[src/rtl/gbe_cpu_tx_pkg.sv]
// Shared types and defaults for the CPU TX frame drain path (gbe_cpu_tx_ctrl).
package gbe_cpu_tx_pkg;
  localparam int DEF_DATA_WIDTH  = 64;
  localparam int DEF_ADDR_WIDTH  = 8;
  localparam int DEF_SYNC_STAGES = 2;
  localparam int MAX_FRAME_WORDS = 1 << DEF_ADDR_WIDTH;

  typedef enum logic [1:0] {IDLE, REQ, STREAM, DONE} tx_state_e;
endpackage

[src/rtl/gbe_tx_skid.sv]
// Two-entry valid/ready skid (output reg + skid reg) fed by a 1-cycle RAM read pipe.
// The producer must only issue reads it has credit for; occ_o exposes the fill level.
module gbe_tx_skid #(
  parameter int DATA_WIDTH = 64
) (
  input  logic                  clk_i,
  input  logic                  rst_ni,
  input  logic                  in_valid_i,
  input  logic [DATA_WIDTH-1:0] in_data_i,
  input  logic                  in_last_i,
  input  logic                  out_ready_i,
  output logic                  out_valid_o,
  output logic [DATA_WIDTH-1:0] out_data_o,
  output logic                  out_last_o,
  output logic [1:0]            occ_o
);
  logic                  out_v_q, out_v_d, out_l_q, out_l_d;
  logic                  sk_v_q, sk_v_d, sk_l_q, sk_l_d;
  logic [DATA_WIDTH-1:0] out_d_q, out_d_d, sk_d_q, sk_d_d;

  always_comb begin
    out_v_d = out_v_q;
    out_l_d = out_l_q;
    out_d_d = out_d_q;
    sk_v_d  = sk_v_q;
    sk_l_d  = sk_l_q;
    sk_d_d  = sk_d_q;
    if (!out_v_q || out_ready_i) begin
      if (sk_v_q) begin
        out_v_d = 1'b1;
        out_d_d = sk_d_q;
        out_l_d = sk_l_q;
        sk_v_d  = in_valid_i;
        if (in_valid_i) begin
          sk_d_d = in_data_i;
          sk_l_d = in_last_i;
        end
      end else begin
        out_v_d = in_valid_i;
        if (in_valid_i) begin
          out_d_d = in_data_i;
          out_l_d = in_last_i;
        end
      end
    end else if (in_valid_i) begin
      // Output is stalled: park the arriving RAM word.
      sk_v_d = 1'b1;
      sk_d_d = in_data_i;
      sk_l_d = in_last_i;
    end
  end

  always_ff @(posedge clk_i or negedge rst_ni) begin
    if (!rst_ni) begin
      out_v_q <= 1'b0;
      out_l_q <= 1'b0;
      out_d_q <= '0;
      sk_v_q  <= 1'b0;
      sk_l_q  <= 1'b0;
      sk_d_q  <= '0;
    end else begin
      out_v_q <= out_v_d;
      out_l_q <= out_l_d;
      out_d_q <= out_d_d;
      sk_v_q  <= sk_v_d;
      sk_l_q  <= sk_l_d;
      sk_d_q  <= sk_d_d;
    end
  end

  assign out_valid_o = out_v_q;
  assign out_data_o  = out_d_q;
  assign out_last_o  = out_v_q & out_l_q;
  assign occ_o       = {out_v_q & sk_v_q, out_v_q ^ sk_v_q};
endmodule

[src/rtl/gbe_cpu_tx_ctrl.sv]
// Drains a CPU-written frame from the TX buffer into the transmit mux, then does the done handshake.
// Optional GBE_CPU_TX_CTRL_FRAME_COUNT_EN adds a 32-bit count of completed (non-empty) frames.
module gbe_cpu_tx_ctrl
  import gbe_cpu_tx_pkg::*;
#(
  parameter int ADDR_WIDTH  = DEF_ADDR_WIDTH,
  parameter int DATA_WIDTH  = DEF_DATA_WIDTH,
  parameter int SYNC_STAGES = DEF_SYNC_STAGES
) (
  input  logic                  mac_tx_clk,
  input  logic                  mac_tx_rst_n,
  input  logic [11:0]           cpu_tx_size,
  input  logic                  cpu_tx_ready,
  output logic                  cpu_tx_done,
  output logic [ADDR_WIDTH-1:0] tx_buffer_addr,
  input  logic [DATA_WIDTH-1:0] tx_buffer_rd_data,
  output logic                  tx_req,
  input  logic                  tx_grant,
  output logic [DATA_WIDTH-1:0] tx_data,
  output logic                  tx_valid,
  output logic                  tx_eof,
  input  logic                  tx_ready
`ifdef GBE_CPU_TX_CTRL_FRAME_COUNT_EN
  ,
  output logic [31:0]           tx_frame_count
`endif
);
  localparam int          LW    = ADDR_WIDTH + 1;
  localparam logic [31:0] DEPTH = 32'd1 << ADDR_WIDTH;

  tx_state_e              state_q, state_d;
  logic [SYNC_STAGES-1:0] sync_q;
  logic                   ready_s;
  logic [ADDR_WIDTH-1:0]  addr_q, addr_d;
  logic [LW-1:0]          len_q, len_d;
  logic                   rd_done_q, rd_done_d;
  logic                   rd_vld_q, rd_last_q, rd_en, rd_last;
  logic [1:0]             occ;
  logic [2:0]             fill;
  logic                   pop;

  assign ready_s = sync_q[SYNC_STAGES-1];
  assign pop     = tx_valid & tx_ready;
  // Words the skid will hold after this edge; a read issued now lands one cycle later.
  assign fill    = 3'(occ) + 3'(rd_vld_q) - 3'(pop);
  assign rd_last = ({1'b0, addr_q} == len_q - LW'(1));

  always_comb begin
    state_d   = state_q;
    addr_d    = addr_q;
    len_d     = len_q;
    rd_done_d = rd_done_q;
    rd_en     = 1'b0;
    case (state_q)
      IDLE: begin
        addr_d    = '0;
        rd_done_d = 1'b0;
        if (ready_s) begin
          if (cpu_tx_size != '0) begin
            len_d   = (32'(cpu_tx_size) >= DEPTH) ? LW'(DEPTH) : LW'(cpu_tx_size);
            state_d = REQ;
          end else begin
            state_d = DONE;
          end
        end
      end
      REQ: begin
        if (tx_grant) begin
          rd_en   = 1'b1;
          state_d = STREAM;
        end
      end
      STREAM: begin
        rd_en = !rd_done_q && (fill <= 3'd1);
        if (pop && tx_eof) state_d = DONE;
      end
      DONE: begin
        if (!ready_s) state_d = IDLE;
      end
      default: state_d = IDLE;
    endcase
    if (rd_en) begin
      if (rd_last) rd_done_d = 1'b1;
      else         addr_d    = addr_q + ADDR_WIDTH'(1);
    end
  end

  always_ff @(posedge mac_tx_clk or negedge mac_tx_rst_n) begin
    if (!mac_tx_rst_n) begin
      state_q   <= IDLE;
      sync_q    <= '0;
      addr_q    <= '0;
      len_q     <= '0;
      rd_done_q <= 1'b0;
      rd_vld_q  <= 1'b0;
      rd_last_q <= 1'b0;
    end else begin
      state_q   <= state_d;
      sync_q    <= SYNC_STAGES'({sync_q, cpu_tx_ready});
      addr_q    <= addr_d;
      len_q     <= len_d;
      rd_done_q <= rd_done_d;
      rd_vld_q  <= rd_en;
      rd_last_q <= rd_en & rd_last;
    end
  end

  gbe_tx_skid #(.DATA_WIDTH(DATA_WIDTH)) u_skid (
    .clk_i      (mac_tx_clk),
    .rst_ni     (mac_tx_rst_n),
    .in_valid_i (rd_vld_q),
    .in_data_i  (tx_buffer_rd_data),
    .in_last_i  (rd_last_q),
    .out_ready_i(tx_ready),
    .out_valid_o(tx_valid),
    .out_data_o (tx_data),
    .out_last_o (tx_eof),
    .occ_o      (occ)
  );

  assign tx_buffer_addr = addr_q;
  assign tx_req         = (state_q == REQ) || (state_q == STREAM);
  assign cpu_tx_done    = (state_q == DONE);

`ifdef GBE_CPU_TX_CTRL_FRAME_COUNT_EN
  logic [31:0] cnt_q;
  always_ff @(posedge mac_tx_clk or negedge mac_tx_rst_n) begin
    if (!mac_tx_rst_n)      cnt_q <= '0;
    else if (pop && tx_eof) cnt_q <= cnt_q + 32'd1;
  end
  assign tx_frame_count = cnt_q;
`endif
endmodule

[config.mk]
export PLATFORM = sky130hd
export DESIGN_NAME = gbe_cpu_tx_ctrl
export DESIGN_NICKNAME = d
export VERILOG_FILES = /design/src/rtl/gbe_cpu_tx_pkg.sv /design/src/rtl/gbe_tx_skid.sv /design/src/rtl/gbe_cpu_tx_ctrl.sv
export SDC_FILE = /design/constraint.sdc
export NUM_CORES = 1
export LEC_CHECK = 0
export BUFFER_PORTS_ARGS = -buffer_cell sky130_fd_sc_hd__buf_2
export CORE_ASPECT_RATIO = 0.9
export CORE_MARGIN = 2
export CORE_UTILIZATION = 49
export CTS_CLUSTER_SIZE = 24
export DETAILED_ROUTE_END_ITERATION = 7
export GPL_ROUTABILITY_DRIVEN = 0
export PLACE_DENSITY = 0.87
export SLEW_MARGIN = 20
export SYNTH_ARGS = -nofsm -noshare
export SYNTH_HDL_FRONTEND = slang
export SYNTH_SLANG_ARGS = --single-unit
[constraint.sdc]
create_clock -name mac_tx_clk -period 2.4 [get_ports mac_tx_clk]
set_clock_uncertainty 0.1 [all_clocks]
set_input_delay 0.48 -clock mac_tx_clk [delete_from_list [all_inputs] [get_ports mac_tx_clk]]
set_output_delay 0.48 -clock mac_tx_clk [all_outputs]
set_load 0.03 [all_outputs]
**After elaboration in Yosys (flattened, before gate mapping)**

Index checks and enable logic that the tools add are counted.

- $add $sub $neg: 4
- Magnitude comparators: 2
- Eq/ne operators: 9
- Mux-type cells: 29
- Bitwise gates (word level): 5
- Reductions and logical operators: 13

Operators by type and width:

| cell | count |
|---|---|
| $mux 64 | 5 |
| $mux 8 | 3 |
| $mux 1 | 13 |
| $ge 12x9->1 const B | 1 |
| $reduce_bool 12->1 | 1 |
| $mux 2 | 5 |
| $eq 8x9->1 | 1 |
| $mux 9 | 1 |
| $sub 9x1->9 const B | 1 |
| $add 8x1->8 const B | 1 |
| $ne 2x2->1 const B | 4 |
| $pmux 2 s4 | 1 |
| $and 1x1->1 | 4 |
| $eq 2x2->1 const B | 2 |
| $reduce_and 4->1 | 1 |
| $reduce_bool 2->1 | 2 |
| $add 2x1->3 | 1 |
| $le 3x1->1 const B | 1 |
| $reduce_and 3->1 | 1 |
| $sub 3x1->3 | 1 |
| $eq 2x1->1 const B | 1 |
| $logic_and 1x1->1 | 2 |
| $logic_not 1->1 | 2 |
| $logic_not 2->1 | 1 |
| 5 further kinds | 6 |

- Flip-flop bits (word level): 156
- Bits of input ports: 81
- Word-level logic and storage cells: 75

**Depth between registers and ports, before layout**

Gate-level depths: netlist of the first run.

- Word-level depth: 7
- Depth in mapped cells: 13

**Hierarchy**

From an unflattened synthesis of the first run, not the netlist that was laid out.

- Cell total of the unflattened synthesis: 609
- Area, all modules: 7,455.9 um^2

Modules (own cells, without submodules):

| module | times used | cells an instance | area an instance (um^2) | sequential area each (um^2) |
|---|---|---|---|---|
| gbe_tx_skid | 1 | 436 | 5,849.4 | 3,303.2 |
| gbe_cpu_tx_ctrl | 1 | 173 | 1,606.5 | 600.6 |

**Worst setup path before layout of the first run**

Ideal clock, no wire load.

- Path type: reg-to-reg
- From: register u_skid.out_v_q (netlist: u_skid.out_valid_o)
- To: register addr_q[5] (netlist: tx_buffer_addr[5])
- Arrival time: 2,697 ps
- Data required time: 2,210 ps
- Setup slack: -487 ps
- Stages on the path, launching flop included: 13
- Period minus slack after synthesis: 2,887 ps
- Cell sequence: dfrtp_1 > ha_1 > inv_1 > ha_1 > inv_1 > ha_1 > ha_1 > a211oi_1 > a22o_1 > nand2_1 > or3_4 > a211o_1 > o221ai_1

- Longest elaborated chain between the ends: 7
- Elaborated cells on any way between the ends: 9
- Classes of those cells: add/sub: 2; order compare: 1; mux: 2; bitwise: 3; reduce/logical: 1

RTL lines:

| what | RTL line | RTL |
|---|---|---|
| start: declaration | gbe_tx_skid.sv:17 | `logic out_v_q, out_v_d, out_l_q, out_l_d;` |
| start signal: assignment | gbe_tx_skid.sv:62 | `out_v_q <= out_v_d;` |
| $xor 1x1->1 or $and 1x1->1 (tied branches) | gbe_tx_skid.sv:74 | `assign occ_o = {out_v_q & sk_v_q, out_v_q ^ sk_v_q};` |
| $add 2x1->3 | gbe_cpu_tx_ctrl.sv:45 | `assign fill = 3'(occ) + 3'(rd_vld_q) - 3'(pop);` |
| $sub 3x1->3 * | gbe_cpu_tx_ctrl.sv:45 |  |
| $le 3x1->1 * | gbe_cpu_tx_ctrl.sv:74 | `rd_en = !rd_done_q && (fill <= 3'd1);` |
| $logic_and 1x1->1 * | gbe_cpu_tx_ctrl.sv:74 |  |
| $pmux 1 s2 * | gbe_cpu_tx_ctrl.sv:54 | `case (state_q)` |
| $mux 8 * | gbe_cpu_tx_ctrl.sv:82 | `if (rd_en) begin` |
| via addr_d[5] | gbe_cpu_tx_ctrl.sv:34 | `logic [ADDR_WIDTH-1:0] addr_q, addr_d;` |
| end signal: assignment | gbe_cpu_tx_ctrl.sv:100 | `addr_q <= addr_d;` |
| end: declaration | gbe_cpu_tx_ctrl.sv:34 |  |

The timed path passes the listed nets; every way through them passes the cells marked *.
A chain may end at the register's enable or synchronous reset.

**Worst setup path after layout of the first run**

- From: register u_skid.sk_v_q
- To: register addr_q[6] (netlist: tx_buffer_addr[6])

- Longest elaborated chain between the ends: 7
- Elaborated cells on any way between the ends: 8
- Classes of those cells: add/sub: 2; order compare: 1; mux: 2; bitwise: 2; reduce/logical: 1

RTL lines:

| what | RTL line | RTL |
|---|---|---|
| start: declaration | gbe_tx_skid.sv:18 | `logic sk_v_q, sk_v_d, sk_l_q, sk_l_d;` |
| start signal: assignment | gbe_tx_skid.sv:65 | `sk_v_q <= sk_v_d;` |
| $xor 1x1->1 or $and 1x1->1 (tied branches) | gbe_tx_skid.sv:74 |  |
| $add 2x1->3 * | gbe_cpu_tx_ctrl.sv:45 |  |
| $sub 3x1->3 * | gbe_cpu_tx_ctrl.sv:45 |  |
| $le 3x1->1 * | gbe_cpu_tx_ctrl.sv:74 |  |
| $logic_and 1x1->1 * | gbe_cpu_tx_ctrl.sv:74 |  |
| $pmux 1 s2 * | gbe_cpu_tx_ctrl.sv:54 |  |
| $mux 8 * | gbe_cpu_tx_ctrl.sv:82 |  |
| via addr_d[6] | gbe_cpu_tx_ctrl.sv:34 |  |

Marked as above.

==> results_tabular.tex, run 1 <==
\begin{tabular}{lr}
\hline
Metric & Value \\
\hline
\multicolumn{2}{l}{\textbf{Clock network}} \\
Clock latency at the later pin of the worst-skew pair & roughly 0.42 ns \\
Clock tree sinks & between 150 and 200 \\
Master cell of the clock root buffer & sky130\_fd\_sc\_hd\_\_clkbuf\_16 \\
Clock transition at the register clock pins on the worst setup and hold paths after CTS & 0.06 ns \\
Clk buf depth & 2 \\
CTS buffer count & 17 \\
TritonCTS clock tree & built \\
H-tree levels & 4 \\
\multicolumn{2}{l}{\textbf{Worst setup path}} \\
Critical Path, Cell by Cell & ha\_4 -> inv\_2 -> ha\_4 -> inv\_2 -> ha\_4 -> ha\_4 -> a211oi\_2 -> a22o\_1 -> buf\_4 -> nand3b\_1 -> a2bb2oi\_2 -> nand3\_4 -> o221ai\_2 \\
Peak per-stage delay on the critical path & approximately 0.48 ns \\
Critical path launch point type & flop \\
Critical Setup Path Class & flop to flop \\
Crit path arrival time & about 3.0 ns \\
Most used cell, CP & sky130\_fd\_sc\_hd\_\_ha\_4 \\
Endpoint class of the critical path & flop \\
Data required time at the worst endpoint & 2.63 ns \\
Cell at the slowest stage of the critical path & sky130\_fd\_sc\_hd\_\_dfrtp\_4 \\
Maximum fanout along the worst path & 7 \\
\multicolumn{2}{l}{\textbf{Yosys}} \\
Register area share after synthesis & between 50\% and 60\% \\
Fraction of synthesis flops using an asynchronous set or reset pin & 100\% \\
Most common flop cell mapped by yosys & sky130\_fd\_sc\_hd\_\_dfrtp\_1 \\
Post-synthesis compound-gate area fraction & 8.95\% \\
Largest cells by area after synthesis & sky130\_fd\_sc\_hd\_\_dfrtp\_1, sky130\_fd\_sc\_hd\_\_mux2\_2, sky130\_fd\_sc\_hd\_\_mux2i\_1 \\
Post-synth EDFFs & 0 \\
Yosys warnings & 0 \\
FF+latch count, synth & 156 \\
Dominant cell type by area after synthesis & sky130\_fd\_sc\_hd\_\_dfrtp\_1 \\
Post-synthesis instance total & 601 \\
Fraction of the mapped netlist area in adder cells & under 10\% \\
Fraction of synthesized area in multiplexers & between 20\% and 30\% \\
Synthesized-area fraction occupied by and/or/nand/nor cells & 9.41\% \\
Number of different library cells in the post-synthesis netlist & 56 \\
Xor-xnor portion of the synthesized cell area & 1.23\% \\
Syn Nets & 692 \\
Largest family of logic cells by synthesized area & multiplexers \\
Post-Syn Area & 0.00702 mm\^{}2 \\
Yosys top cell area share & 55.6\% \\
Mean instance size in the synthesized netlist & 11.7 um\^{}2 \\
\multicolumn{2}{l}{\textbf{GRT}} \\
Total GRT Usage & 21.8\% \\
Number of global-route vias before repair & 5327 \\
Initial antenna violation count & 1 \\
GRT Residual Overflow & 0 \\
Pin count of the biggest net entering global routing & 54 \\
First-pass GRT wire length & between 20 and 30 mm \\
\multicolumn{2}{l}{\textbf{Cells and area}} \\
Combined area of the multi-input logic cells & 0.00304 mm\^{}2 \\
Layout overhead on the synthesized area & 27.0\% \\
Fraction of final layout cells with drive strength greater than 1 & 39.9\% \\
Flip-flop and latch area & 0.00391 mm\^{}2 \\
Final standard cell area without fillers & approximately 0.0089 mm\^{}2 \\
Final nets & 864 \\
Number of fillers in the final layout & 1072 \\
Number of diodes & 0 \\
\multicolumn{2}{l}{\textbf{STA}} \\
Setup repair after global routing missed its margin & yes \\
Endpoints failing setup & 11 \\
Normalized max-slew margin & 53.0\% \\
Final worst setup slack & -0.340 ns \\
Final Slew Violations & 0 \\
Min cycle time layout & 2.74 ns \\
Count of final hold-check violations & 0 \\
Worst Max-Slew Pin Slew & 0.705 ns \\
Peak clock frequency supported by timing & between 300 and 400 MHz \\
Hold\_ws & 0.0654 ns \\
Final Cycle Share & 114\% \\
\multicolumn{2}{l}{\textbf{Die}} \\
CORE AREA & 0.0140 mm\^{}2 \\
Width of the chip & approximately 130 um \\
Die footprint & between 0.015 and 0.02 mm\^{}2 \\
Total number of placement rows & just over 40 \\
Initial core utilization & 50.1\% \\
Chip height & 118 um \\
Ports placed on the boundary & 157 \\
\multicolumn{2}{l}{\textbf{Run}} \\
Max-Cap Viols & 0 \\
\multicolumn{2}{l}{\textbf{Pwr}} \\
Maximum vdd drop & 908 uV \\
Cell area power density & 1380 mW/mm\^{}2 \\
Clk network pwr share & a little under a quarter \\
P\_sw & 4.91 mW \\
Tot Pwr & 12.3 mW \\
Seq pwr share & 36.5\% \\
Static power due to leakage & 3.90 nW \\
Comb pwr share & 40.8\% \\
Power Internal & 7.41 mW \\
Switching share of total power & 39.9\% \\
\multicolumn{2}{l}{\textbf{Drt}} \\
First drt pass iteration count & 7 \\
Post-route DRC violation count & 0 \\
Avg Vias per Cell & 5.32 \\
Post-detailed-route wirelength per cell & around 16 um \\
Via count & between 5000 and 6000 \\
Total wire length & 15.8 mm \\
Violation count after the first detailed-routing iteration & approximately 230 \\
Number of nets with antenna violations after routing & 0 \\
\multicolumn{2}{l}{\textbf{Place}} \\
Worst setup timing slack at the placement stage & -0.366 ns \\
Placed cell area & 0.00822 mm\^{}2 \\
HPWL after detailed placement & 10.7 mm \\
Number of port buffers & 156 \\
\multicolumn{2}{l}{\textbf{Min path}} \\
Min-delay worst type & input pin to flop \\
\multicolumn{2}{l}{\textbf{Outcome}} \\
Failing checks & setup timing \\
Run status & complete, but fails checks \\
\hline
\end{tabular}
critical path: cells and delay by family (launching register included):
family	cells	cell delay, ns
fa+ha+maj	4	0.92
compound gates	4	0.69
flops	1	0.48
simple gates	2	0.26
buf+inv	3	0.21
layer usage:
metal | GRT usage (%) | share of wire [%] | vias up
li1 | - | - | 2450
met1 | 27.4 | 42 | 2565
met2 | 35.1 | 49 | 155
met3 | 6.95 | 6.7 | 31
met4 | 8.27 | 2.0 | 2
met5 | 0 | 0.11 | -
state kept, by name, indices dropped and copies added (netlist names):
name	count
u_skid.out_data_o	64
u_skid.sk_d_q	64
len_q	9
tx_buffer_addr	8
state_q	2
sync_q	2
rd_done_q	1
rd_last_q	1
rd_vld_q	1
u_skid.out_l_q	1
u_skid.out_valid_o	1
u_skid.sk_l_q	1
u_skid.sk_v_q	1
through the flow:
step           util, %  setup TNS (ns)  cells
2_1_floorplan        -           -1.93    601
3_3_place_gp      58.7           -1.92    943
3_5_place_dp      58.7           -2.29    943
4_1_cts           63.5           -2.48    978
5_1_grt           63.6           -3.60    978
6_report          63.6           -2.48    978
repair_timing:
item | 4_1_cts | 5_1_grt
gates cloned | 0 | 0
hold buffers | 1 | 0
gates resized for setup | 6 | 3
endpoints found under the setup margin | 8 | 11
setup buffers | 3 | 0
pin swaps | 6 | 2
hold endpoints to repair | 47 | 0
cells in the final DEF (no fill, tap or decap), types with 3 or more instances in the layout:
master                       instances
sky130_fd_sc_hd__nand3_1             4
sky130_fd_sc_hd__o221ai_1            4
sky130_fd_sc_hd__nor4_1              3
sky130_fd_sc_hd__xnor2_1             5
sky130_fd_sc_hd__a21oi_1            65
sky130_fd_sc_hd__buf_12              3
sky130_fd_sc_hd__o21ai_0            13
sky130_fd_sc_hd__mux2_2             65
sky130_fd_sc_hd__inv_1              13
sky130_fd_sc_hd__ha_1                6
sky130_fd_sc_hd__mux2i_1            66
sky130_fd_sc_hd__and2_1              4
sky130_fd_sc_hd__ha_4                4
sky130_fd_sc_hd__inv_6               3
sky130_fd_sc_hd__nand3b_1            3
sky130_fd_sc_hd__buf_2             155
sky130_fd_sc_hd__o21ai_1             3
sky130_fd_sc_hd__nand2_1            26
sky130_fd_sc_hd__and4bb_2            3
sky130_fd_sc_hd__clkinvlp_4          3
sky130_fd_sc_hd__nor2b_1             3
sky130_fd_sc_hd__buf_4              25
sky130_fd_sc_hd__nor3_1              4
sky130_fd_sc_hd__and3_1              3
sky130_fd_sc_hd__dfrtp_1           154
sky130_fd_sc_hd__nor2_1             73
sky130_fd_sc_hd__bufinv_16           3
sky130_fd_sc_hd__clkbuf_16          17
logic make-up after synthesis:
| logic type | after synthesis |
|---|---|
| XOR/XNOR | 9 |
| buffers and inverters | 48 |
| adder cells (fa/ha/maj) | 11 |
| AO/OA/AOI/OAI | 105 |
| multiplexers | 132 |
| AND/OR/NAND/NOR | 140 |
| flip-flops | 156 |
power by group through the flow:
stage                     Combinational (mW)  Clock (mW)  Sequential [mW]
after floorplan                         2.43           0             5.47
after global placement                  4.76           0             4.44
after detailed placement                4.93           0             4.51
after CTS                               5.05        2.83             4.50
after global routing                    5.46        2.94             4.64
final                                   5.03        2.78             4.50
path summary, 6_finish.rpt:
check / cells past startpoint / endpoint / startpoint / slack [ns]
worst min-delay path: 1 / sync_q[0] / cpu_tx_ready / 0.07
worst max register to register: 13 / tx_buffer_addr[6] / u_skid.sk_v_q / -0.34
min in group asynchronous: 2 / u_skid.sk_d_q[19] / mac_tx_rst_n / 0.47
max in group asynchronous: 3 / u_skid.out_data_o[13] / mac_tx_rst_n / 1.06
worst max-delay path: 13 / tx_buffer_addr[6] / u_skid.sk_v_q / -0.34
worst min register to register: 0 / sync_q[1] / sync_q[0] / 0.25
cells in the mapped netlist (5+ instances only):
cell and count:
sky130_fd_sc_hd__mux2_2 65, sky130_fd_sc_hd__xnor2_1 5, sky130_fd_sc_hd__buf_2 7, sky130_fd_sc_hd__nand2_1 27, sky130_fd_sc_hd__clkbuf_1 20, sky130_fd_sc_hd__o21ai_0 14
sky130_fd_sc_hd__mux2i_1 66, sky130_fd_sc_hd__dfrtp_1 156, sky130_fd_sc_hd__inv_1 16, sky130_fd_sc_hd__nor2_1 75, sky130_fd_sc_hd__ha_1 10, sky130_fd_sc_hd__a21oi_1 65
sky130_fd_sc_hd__o221ai_1 5
cell type report:
type                            count  area share (%)
Clock inverter                     14            2.12
Sequential cell                   156            43.9
Multi-Input combinational cell    397            34.1
Inverter                           16           0.702
Tap cell                          193            2.71
Timing Repair Buffer              185            11.7
Clock buffer                       17            4.77
(Power assumes the default switching activity.)
==> run 2, diff against run 1 <==
--- a/config.mk
+++ b/config.mk
@@ -6,13 +6,16 @@
 export NUM_CORES = 1
 export LEC_CHECK = 0
 export BUFFER_PORTS_ARGS = -buffer_cell sky130_fd_sc_hd__buf_2
+export CELL_PAD_IN_SITES_DETAIL_PLACEMENT = 1
+export CELL_PAD_IN_SITES_GLOBAL_PLACEMENT = 1
 export CORE_ASPECT_RATIO = 0.9
 export CORE_MARGIN = 2
-export CORE_UTILIZATION = 49
+export CORE_UTILIZATION = 38
 export CTS_CLUSTER_SIZE = 24
 export DETAILED_ROUTE_END_ITERATION = 7
 export GPL_ROUTABILITY_DRIVEN = 0
-export PLACE_DENSITY = 0.87
+export HOLD_SLACK_MARGIN = 0.1
+export PLACE_DENSITY = 0.86
 export SLEW_MARGIN = 20
 export SYNTH_ARGS = -nofsm -noshare
 export SYNTH_HDL_FRONTEND = slang
==> results_tabular.tex, run 2 (synthesized netlist as in run 1, its figures left out) <==
\begin{tabular}{lr}
\hline
Metric & Value \\
\hline
\multicolumn{2}{l}{\textbf{STA}} \\
Normalized max-slew margin & about two fifths \\
Endpoints failing setup & 10 \\
Count of final hold-check violations & 0 \\
Setup repair after global routing missed its margin & yes \\
Final worst setup slack & -0.384 ns \\
Peak clock frequency supported by timing & approximately 360 MHz \\
Worst Max-Slew Pin Slew & 0.878 ns \\
Final Slew Violations & 0 \\
Final Cycle Share & 116\% \\
Min cycle time layout & 2.78 ns \\
\multicolumn{2}{l}{\textbf{Pwr}} \\
Static power due to leakage & 3.98 nW \\
Cell area power density & 1400 mW/mm\^{}2 \\
Maximum vdd drop & 782 uV \\
\multicolumn{2}{l}{\textbf{Drt}} \\
Post-detailed-route wirelength per cell & 17.9 um \\
Violation count after the first detailed-routing iteration & $\sim$120 \\
Via count & 5299 \\
Post-route DRC violation count & 0 \\
First drt pass iteration count & 4 \\
Number of nets with antenna violations after routing & 0 \\
Total wire length & 18.6 mm \\
Avg Vias per Cell & between 5 and 6 \\
\multicolumn{2}{l}{\textbf{Die}} \\
CORE AREA & 0.0182 mm\^{}2 \\
Die footprint & approximately 0.020 mm\^{}2 \\
Initial core utilization & 38.5\% \\
Width of the chip & 147 um \\
Ports placed on the boundary & 157 \\
Total number of placement rows & 47 \\
Chip height & around 130 um \\
\multicolumn{2}{l}{\textbf{Place}} \\
Number of port buffers & around 160 \\
HPWL after detailed placement & 12.7 mm \\
Placed insts & $\sim$1000 \\
Worst setup timing slack at the placement stage & -0.392 ns \\
\multicolumn{2}{l}{\textbf{Cells and area}} \\
Number of diodes & 0 \\
Final std cells w/o fill & 1040 \\
Fraction of final layout cells with drive strength greater than 1 & 40.0\% \\
Layout overhead on the synthesized area & 29.8\% \\
Final nets & around 870 \\
Most frequent cells in the layout & sky130\_fd\_sc\_hd\_\_buf\_2, sky130\_fd\_sc\_hd\_\_dfrtp\_1, sky130\_fd\_sc\_hd\_\_nor2\_1, sky130\_fd\_sc\_hd\_\_mux2i\_1 \\
Commonest non-fill, non-tap cell in the layout & sky130\_fd\_sc\_hd\_\_buf\_2 \\
\multicolumn{2}{l}{\textbf{Min path}} \\
Min-delay worst type & input pin to flop \\
Hold path startpoint & tx\_buffer\_rd\_data[11] \\
Instance count along the most critical hold path & 2 \\
Sink of the worst hold path & u\_skid.sk\_d\_q[11] \\
\multicolumn{2}{l}{\textbf{Worst setup path}} \\
Peak per-stage delay on the critical path & about 0.5 ns \\
Worst reg-to-reg path cell count & 12 \\
Critical Setup Path Class & flop to flop \\
RR Endpoint & tx\_buffer\_addr[5] \\
Maximum fanout along the worst path & 3 \\
Kind of cell adding the most delay to the critical path & adder cells \\
Data required time at the worst endpoint & 2.64 ns \\
Critical path launch point type & flop \\
Critical Path, Cell by Cell & ha\_4 -> inv\_2 -> ha\_4 -> inv\_2 -> ha\_4 -> ha\_4 -> a211oi\_2 -> a22o\_1 -> nand2\_2 -> or3\_4 -> a211o\_1 -> o221ai\_2 \\
Total buffers and inverters traversed by the critical path & 2 \\
Most used cell, CP & sky130\_fd\_sc\_hd\_\_ha\_4 \\
Crit path arrival time & 3.02 ns \\
Worst flop-to-flop path startpoint & u\_skid.sk\_v\_q \\
Register-to-register path setup slack & -0.38 ns \\
Endpoint class of the critical path & flop \\
Cell at the slowest stage of the critical path & sky130\_fd\_sc\_hd\_\_dfrtp\_4 \\
\multicolumn{2}{l}{\textbf{Clock network}} \\
Clock tree sinks & roughly 160 \\
CTS buffer count & 17 \\
Clock transition at the register clock pins on the worst setup and hold paths after CTS & roughly 0.070 ns \\
TritonCTS clock tree & built \\
Clk buf depth & 2 \\
Clock latency at the later pin of the worst-skew pair & 0.42 ns \\
Master cell of the clock root buffer & sky130\_fd\_sc\_hd\_\_clkbuf\_16 \\
H-tree levels & 4 \\
\multicolumn{2}{l}{\textbf{GRT}} \\
Initial antenna violation count & 0 \\
Pin count of the biggest net entering global routing & 66 \\
Total GRT Usage & 19.7\% \\
Number of global-route vias before repair & 6001 \\
First-pass GRT wire length & 30.6 mm \\
GRT Residual Overflow & 0 \\
\multicolumn{2}{l}{\textbf{Outcome}} \\
Failing checks & setup timing \\
Run status & complete, but fails checks \\
\multicolumn{2}{l}{\textbf{Run}} \\
Max-Cap Viols & 0 \\
\hline
\end{tabular}
-- run 2: area by class of cell --
cell class	count	area, um^2
timing repair buffer	194	1210
inverter	16	62.6
fill	2006	9120
tap	245	307
clock inverter	14	176
clock buffer	18	429
sequential	156	3910
multi-input combinational	397	3020
-- run 2: per-stage QoR --
step | setup TNS [ns] | cell area (um^2) | hold slack (ns) | utilization, % | total power [mW]
6_report | -3.12 | 9110 | 0.196 | 50.0 | 12.8
3_3_place_gp | -2.01 | 8430 | 0.234 | 46.2 | 9.58
4_1_cts | -2.99 | 9110 | 0.172 | 50.0 | 12.9
5_1_grt | -4.36 | 9110 | 0.176 | 50.0 | 13.6
3_5_place_dp | -2.58 | 8430 | 0.241 | 46.2 | 9.92
2_1_floorplan | -1.93 | 7080 | 0.0844 | - | 7.91
-- run 2: layer usage --
| layer | up-vias | track usage [%] | part of all wire, % | routed length, um |
|---|---|---|---|---|
| met5 | - | 0 | 0 | 0 |
| met4 | 0 | 6.25 | 1.9 | 347 |
| met3 | 27 | 7.14 | 6.2 | 1160 |
| met2 | 130 | 34.0 | 51 | 9410 |
| met1 | 2675 | 23.0 | 41 | 7650 |
| li1 | 2467 | - | - | - |
-- run 2: worst max-delay path by stage --
stage                             startpoint                 to  slack, ns  cells after the start
after CTS                      u_skid.sk_v_q  tx_buffer_addr[6]      -0.38                     12
after global routing           u_skid.sk_v_q  tx_buffer_addr[6]      -0.49                     12
final                          u_skid.sk_v_q  tx_buffer_addr[5]      -0.38                     12
after floorplan           u_skid.out_valid_o  tx_buffer_addr[6]      -0.33                     12
after detailed placement            tx_ready  tx_buffer_addr[6]      -0.39                     12
after global placement              tx_ready  tx_buffer_addr[6]      -0.32                     12
-- run 2: what timing repair did --
action	CTS	global route
buffers inserted	4	0
gates resized for setup	6	1
setup endpoints to repair	8	11
hold buffers	2	0
endpoints found under the hold margin	47	0
pin swaps	4	3
-- run 2: where the power goes --
group	switching [mW]	leakage [nW]	internal, mW
logic	3.25	1.85	2.20
clock network	1.22	0.294	1.58
registers	0.708	1.84	3.82
